File: src/rtl/cpu8_pkg.sv
// Shared definitions for the 8-bit accumulator core and its program sequencer:
// opcode map, program-memory geometry and sequencer state encoding.
package cpu8_pkg;

  localparam int DEPTH  = 16;
  localparam int ADDR_W = 4;

  localparam logic [3:0] OP_NOP  = 4'h0;
  localparam logic [3:0] OP_ADD  = 4'h1;
  localparam logic [3:0] OP_SUB  = 4'h2;
  localparam logic [3:0] OP_AND  = 4'h3;
  localparam logic [3:0] OP_OR   = 4'h4;
  localparam logic [3:0] OP_NOT  = 4'h5;
  localparam logic [3:0] OP_JZ   = 4'hD;
  localparam logic [3:0] OP_JMP  = 4'hE;
  localparam logic [3:0] OP_HALT = 4'hF;

  localparam logic [7:0] INSTR_NOP = 8'h00;

  typedef enum logic [2:0] {
    IDLE   = 3'd0,
    LOAD   = 3'd1,
    RUN    = 3'd2,
    WAIT_Z = 3'd3,
    HALT   = 3'd4
  } seq_state_t;

  // Control opcodes are consumed by the sequencer and never reach the core.
  function automatic logic is_local_op(input logic [3:0] op);
    return (op == OP_JZ) || (op == OP_JMP) || (op == OP_HALT);
  endfunction

endpackage

File: src/rtl/cpu8_prog_mem.sv
// 16x8 program store: one synchronous write port, one combinational read port,
// cleared to NOP by the asynchronous reset.
module cpu8_prog_mem
  import cpu8_pkg::*;
(
  input  logic              clk,
  input  logic              rst_n,
  input  logic              we,
  input  logic [ADDR_W-1:0] waddr,
  input  logic [7:0]        wdata,
  input  logic [ADDR_W-1:0] raddr,
  output logic [7:0]        rdata
);

  logic [7:0] mem [DEPTH];

  always_ff @(posedge clk or negedge rst_n) begin
    if (!rst_n) begin
      for (int i = 0; i < DEPTH; i++) begin
        mem[i] <= INSTR_NOP;
      end
    end else if (we) begin
      mem[waddr] <= wdata;
    end
  end

  assign rdata = mem[raddr];

endmodule

File: src/rtl/cpu8_program_sequencer.sv
// Program sequencer feeding the accumulator core: byte-serial program load,
// one instruction per enabled cycle, local handling of JZ / JMP / HALT.
module cpu8_program_sequencer
  import cpu8_pkg::*;
(
  input  logic              clk,
  input  logic              rst_n,
  input  logic              ena,
  input  logic              load_en,
  input  logic              load_valid,
  input  logic [7:0]        load_data,
  output logic              load_ready,
  output logic [ADDR_W:0]   load_count,
  input  logic              run,
  input  logic              acc_zero,
  output logic [7:0]        instr_out,
  output logic [ADDR_W-1:0] pc,
  output logic              halted,
  output logic              busy
);

  localparam logic [ADDR_W-1:0] PC_ONE  = 1;
  localparam logic [ADDR_W:0]   PTR_ONE = 1;
  localparam logic [1:0]        JZ_WAIT = 2'd2;

  seq_state_t        state, state_next;
  logic [ADDR_W:0]   wr_ptr, wr_ptr_next;
  logic [ADDR_W-1:0] pc_next;
  logic [7:0]        instr_next;
  logic [1:0]        wait_cnt, wait_next;
  logic              mem_we;
  logic [7:0]        fetch;
  logic [3:0]        fetch_op;
  logic [ADDR_W-1:0] fetch_tgt;
  logic              ptr_full;

  cpu8_prog_mem u_prog_mem (
    .clk   (clk),
    .rst_n (rst_n),
    .we    (mem_we),
    .waddr (wr_ptr[ADDR_W-1:0]),
    .wdata (load_data),
    .raddr (pc),
    .rdata (fetch)
  );

  assign fetch_op   = fetch[3:0];
  assign fetch_tgt  = fetch[7:4];
  assign ptr_full   = wr_ptr[ADDR_W];
  assign load_count = wr_ptr;

  // All sequencer state advances only on enabled edges.
  always_ff @(posedge clk or negedge rst_n) begin
    if (!rst_n) begin
      state     <= IDLE;
      wr_ptr    <= '0;
      pc        <= '0;
      instr_out <= INSTR_NOP;
      wait_cnt  <= '0;
    end else if (ena) begin
      state     <= state_next;
      wr_ptr    <= wr_ptr_next;
      pc        <= pc_next;
      instr_out <= instr_next;
      wait_cnt  <= wait_next;
    end
  end

  always_comb begin
    state_next = state;
    case (state)
      IDLE: begin
        if (load_en)  state_next = LOAD;
        else if (run) state_next = RUN;
      end
      LOAD: begin
        if (!load_en) state_next = IDLE;
      end
      RUN: begin
        if (!run)                       state_next = IDLE;
        else if (fetch_op == OP_JZ)     state_next = WAIT_Z;
        else if (fetch_op == OP_HALT)   state_next = HALT;
      end
      WAIT_Z: begin
        if (!run)               state_next = IDLE;
        else if (wait_cnt == 2'd1) state_next = RUN;
      end
      HALT: begin
        if (!run) state_next = IDLE;
      end
      default: state_next = IDLE;
    endcase
  end

  // Datapath updates; every non-issuing cycle drives NOP to the core.
  always_comb begin
    pc_next     = pc;
    instr_next  = INSTR_NOP;
    wr_ptr_next = wr_ptr;
    wait_next   = wait_cnt;
    mem_we      = 1'b0;
    load_ready  = (state == LOAD) && !ptr_full;
    halted      = (state == HALT);
    busy        = (state == RUN) || (state == WAIT_Z);
    case (state)
      IDLE: begin
        if (load_en)  wr_ptr_next = '0;
        else if (run) pc_next     = '0;
      end
      LOAD: begin
        if (load_valid && !ptr_full) begin
          mem_we      = ena;
          wr_ptr_next = wr_ptr + PTR_ONE;
        end
      end
      RUN: begin
        if (run) begin
          if (!is_local_op(fetch_op)) begin
            instr_next = fetch;
            pc_next    = pc + PC_ONE;
          end else if (fetch_op == OP_JMP) begin
            pc_next = fetch_tgt;
          end else if (fetch_op == OP_JZ) begin
            wait_next = JZ_WAIT;
          end
        end
      end
      WAIT_Z: begin
        // The JZ byte is still at mem[pc], so its target is re-read here.
        if (run) begin
          if (wait_cnt == 2'd1) pc_next = acc_zero ? fetch_tgt : (pc + PC_ONE);
          else                  wait_next = wait_cnt - 2'd1;
        end
      end
      HALT: begin
        if (!run) pc_next = '0;
      end
      default: ;
    endcase
  end

endmodule

File: config.mk
export PLATFORM = sky130hd
export DESIGN_NAME = cpu8_program_sequencer
export DESIGN_NICKNAME = d
export VERILOG_FILES = /design/src/rtl/cpu8_pkg.sv /design/src/rtl/cpu8_prog_mem.sv /design/src/rtl/cpu8_program_sequencer.sv
export SDC_FILE = /design/constraint.sdc
export NUM_CORES = 1
export LEC_CHECK = 0
export CAP_MARGIN = 20
export CORE_MARGIN = 8
export CORE_UTILIZATION = 35
export DETAILED_ROUTE_END_ITERATION = 6
export GPL_TIMING_DRIVEN = 0
export SETUP_SLACK_MARGIN = 0.02
export SYNTH_ARGS = -nofsm -noshare
export SYNTH_HDL_FRONTEND = slang
export SYNTH_SLANG_ARGS = --single-unit
File: constraint.sdc
create_clock -name clk -period 7.3 [get_ports clk]
set_clock_uncertainty 0.15 [all_clocks]
set_input_delay 1.095 -clock clk [delete_from_list [all_inputs] [get_ports clk]]
set_output_delay 1.095 -clock clk [all_outputs]
set_load 0.005 [all_outputs]
==> impl_metrics.env <==
export IMPL_status="finished clean"
export IMPL_place_gp_congestion=0.8211
export IMPL_max_cap_violations=0
export IMPL_cpLargestDelayFamily="simple AND/OR/NAND/NOR gates"
export IMPL_start_kind="input port"
export IMPL_cts_resized=0
export IMPL_ant_nets=0
export IMPL_syn_area_per_cell_um2=14.50
export IMPL_critical_path_max_stage_delay_ns=0.64
export IMPL_dp_cells=796
export IMPL_yosys_warnings=0
export IMPL_first_pass_iters=4
export IMPL_postCtsSetupRepairBufs=0
export IMPL_period_minus_slack_ns=3.515
export IMPL_ys_ff_latch=150
export IMPL_io_buffers=34
export IMPL_n_fill_cell=1812
export IMPL_slew_violations=0
export IMPL_layout_cells_non_filler=828
export IMPL_vias=4381
export IMPL_grt_max_degree=106
export IMPL_drive_gt1_frac=0.3835
export IMPL_start_util=0.3542
export IMPL_netlist_area_um2=7121
export IMPL_gr_total_overflow=0
export IMPL_htree_levels=4
export IMPL_pin_count=35
export IMPL_drc=0
export IMPL_layout_common_cells="dfrtp_1, mux2_2, mux4_2"
export IMPL_drt_iter0_markers=277
export IMPL_die_x_um=158.6
export IMPL_synth_cell_types=53
export IMPL_hold_viol_final=0
export IMPL_worst_hold_slack_ns=0.3493
export IMPL_synth_edf_count=0
export IMPL_mostFrequentLayoutCell="dfrtp_1"
export IMPL_critPathSlowestCell="nand3_1"
export IMPL_dp_hpwl_um=11500
export IMPL_min_path_type="reg2reg"
export IMPL_grt_setup_unrepaired="false"
export IMPL_relSlewSlack=0.3928
export IMPL_area_growth_syn_to_layout_pct=18.36
export IMPL_grt_use_total=0.1460
export IMPL_core_area_um2=20100
export IMPL_vias_per_cell=5.291
export IMPL_grt_pass1_wl_um=27200
export IMPL_cts_sinks=150
export IMPL_synth_main_ff_cell="dfrtp_1"
export IMPL_wl_per_cell_um=20.64
export IMPL_worst_slew_pin_slew_ns=0.9025
export IMPL_vdd_drop_max_uv=110.6
export IMPL_endpoint_kind="register"
export IMPL_cp_max_fo=10
export IMPL_postSynthCellCount=491
export IMPL_path_cells="clkdlybuf4s50_1, nor2b_1, nand2_1, nor2_1, clkbuf_1, nand3_1, mux2_2"
export IMPL_routed_wl_um=17090
export IMPL_tritoncts="built"
export IMPL_fin_nets=566
export IMPL_clkTransAtPathRegs_ns=0.06
export IMPL_p_leak_nw=3.890
export IMPL_crit_required_ns=7.45
export IMPL_synth_seq_area_share=0.5271
export IMPL_rows=52
export IMPL_clock_path_buffers=2
export IMPL_setup_tns_ns=0
export IMPL_n_antenna_cell=0
export IMPL_clock_latency_ns=0.42
export IMPL_ctsHoldBuffers=0
export IMPL_grt_antenna_before_repair=0
export IMPL_clock_fmax_ghz=0.2845
export IMPL_cp_num_buf_inv=2
export IMPL_power_density_nw_per_um2=318.7
export IMPL_crit_type="in2reg"
export IMPL_setup_violations=0
export IMPL_die_h_um=158.6
export IMPL_first_global_vias=4659
export IMPL_finalCritPeriodShare=0.4815
export IMPL_clock_root_buffer="clkbuf_16"
export IMPL_syn_num_nets=512
export IMPL_cts_buffers=17
export IMPL_arrival_ns=3.67
export IMPL_ys_async_sr_fraction=1.000
export IMPL_die_area_um2=25170
logic make-up after synthesis:
family / share of synthesized area
buf+inv: 0.02741
simple gates: 0.05588
fa+ha+maj: 0.01054
compound gates: 0.05500
flops: 0.5271
mux: 0.3240
where the power goes:
part | total, mW | internal (mW) | leakage [nW] | switching, mW
logic | 0.783 | 0.384 | 1.55 | 0.399
registers | 1.01 | 0.941 | 2.07 | 0.0720
clock network | 0.890 | 0.545 | 0.274 | 0.345
synth_stat cells (all sizes together), types with 2 or more instances:
| library cell | count | area, um2 |
|---|---|---|
| inv | 10 | 37.54 |
| nand4 | 4 | 25.02 |
| and2 | 2 | 12.52 |
| o211ai | 2 | 20.02 |
| and3 | 2 | 17.52 |
| nand2 | 20 | 75.07 |
| mux4 | 36 | 814.5 |
| o21ai | 8 | 40.04 |
| or3 | 2 | 12.51 |
| o22ai | 2 | 12.51 |
| ha | 6 | 75.07 |
| nand3 | 19 | 110.1 |
| clkbuf | 20 | 76.32 |
| dfrtp | 150 | 3754 |
| mux2i | 4 | 40.04 |
| mux2 | 129 | 1453 |
| nor2 | 15 | 58.81 |
| a22oi | 5 | 42.54 |
| a22o | 11 | 96.34 |
| buf | 9 | 81.32 |
| o2bb2ai | 3 | 26.28 |
| nand3b | 2 | 15.01 |
| a41oi | 2 | 17.52 |
| nor2b | 8 | 50.05 |
| a21oi | 6 | 33.78 |
metal layers:
layer | global-route usage | vias up | routed length [um]
met1 | 0.1891 | 2318 | 7736
li1 | - | 1957 | -
met3 | 0.03393 | 18 | 715
met5 | 0 | - | 0
met2 | 0.2374 | 88 | 8406
met4 | 0.04670 | 0 | 229
layout make-up:
class | count | area (um2) | area share
inverter | 10 | 37.54 | 0.004454
buffer | 29 | 157.7 | 0.01871
tap | 270 | 337.8 | 0.04008
sequential | 150 | 3754 | 0.4454
multi-input combinational | 302 | 3172 | 0.3763
clock inverter | 12 | 153.9 | 0.01826
timing repair buffer | 35 | 369.1 | 0.04379
clock buffer | 20 | 446.7 | 0.05300
path summary, 6_finish.rpt:
check	from	end	slack [ns]	depth (start not counted)
max in group asynchronous	rst_n	u_prog_mem.mem[62]	5.70	2
worst max register to register	state[2]	u_prog_mem.mem[95]	4.15	7
worst min register to register	u_prog_mem.mem[44]	u_prog_mem.mem[44]	0.35	1
worst max-delay path	load_valid	u_prog_mem.mem[95]	3.79	7
worst min-delay path	u_prog_mem.mem[44]	u_prog_mem.mem[44]	0.35	1
min in group asynchronous	rst_n	wait_cnt[1]	0.46	1
flip-flops by register name, summed over array words and instances, names as in the netlist:
register,cells
u_prog_mem.mem,128
instr_out,8
load_count,5
pc,4
state,3
wait_cnt,2
metrics by stage:
stage	power, mW	cell area [um2]	setup slack, ns	util
after global routing	2.823	8428	3.633	0.4192
after floorplan	1.560	7121	4.562	-
after global placement	1.795	7799	-0.8274	0.3879
after detailed placement	1.817	7828	3.343	0.3893
final	2.686	8428	3.785	0.4192
after CTS	2.708	8428	3.786	0.4192
Note: power is estimated with default switching activity, not from simulation.
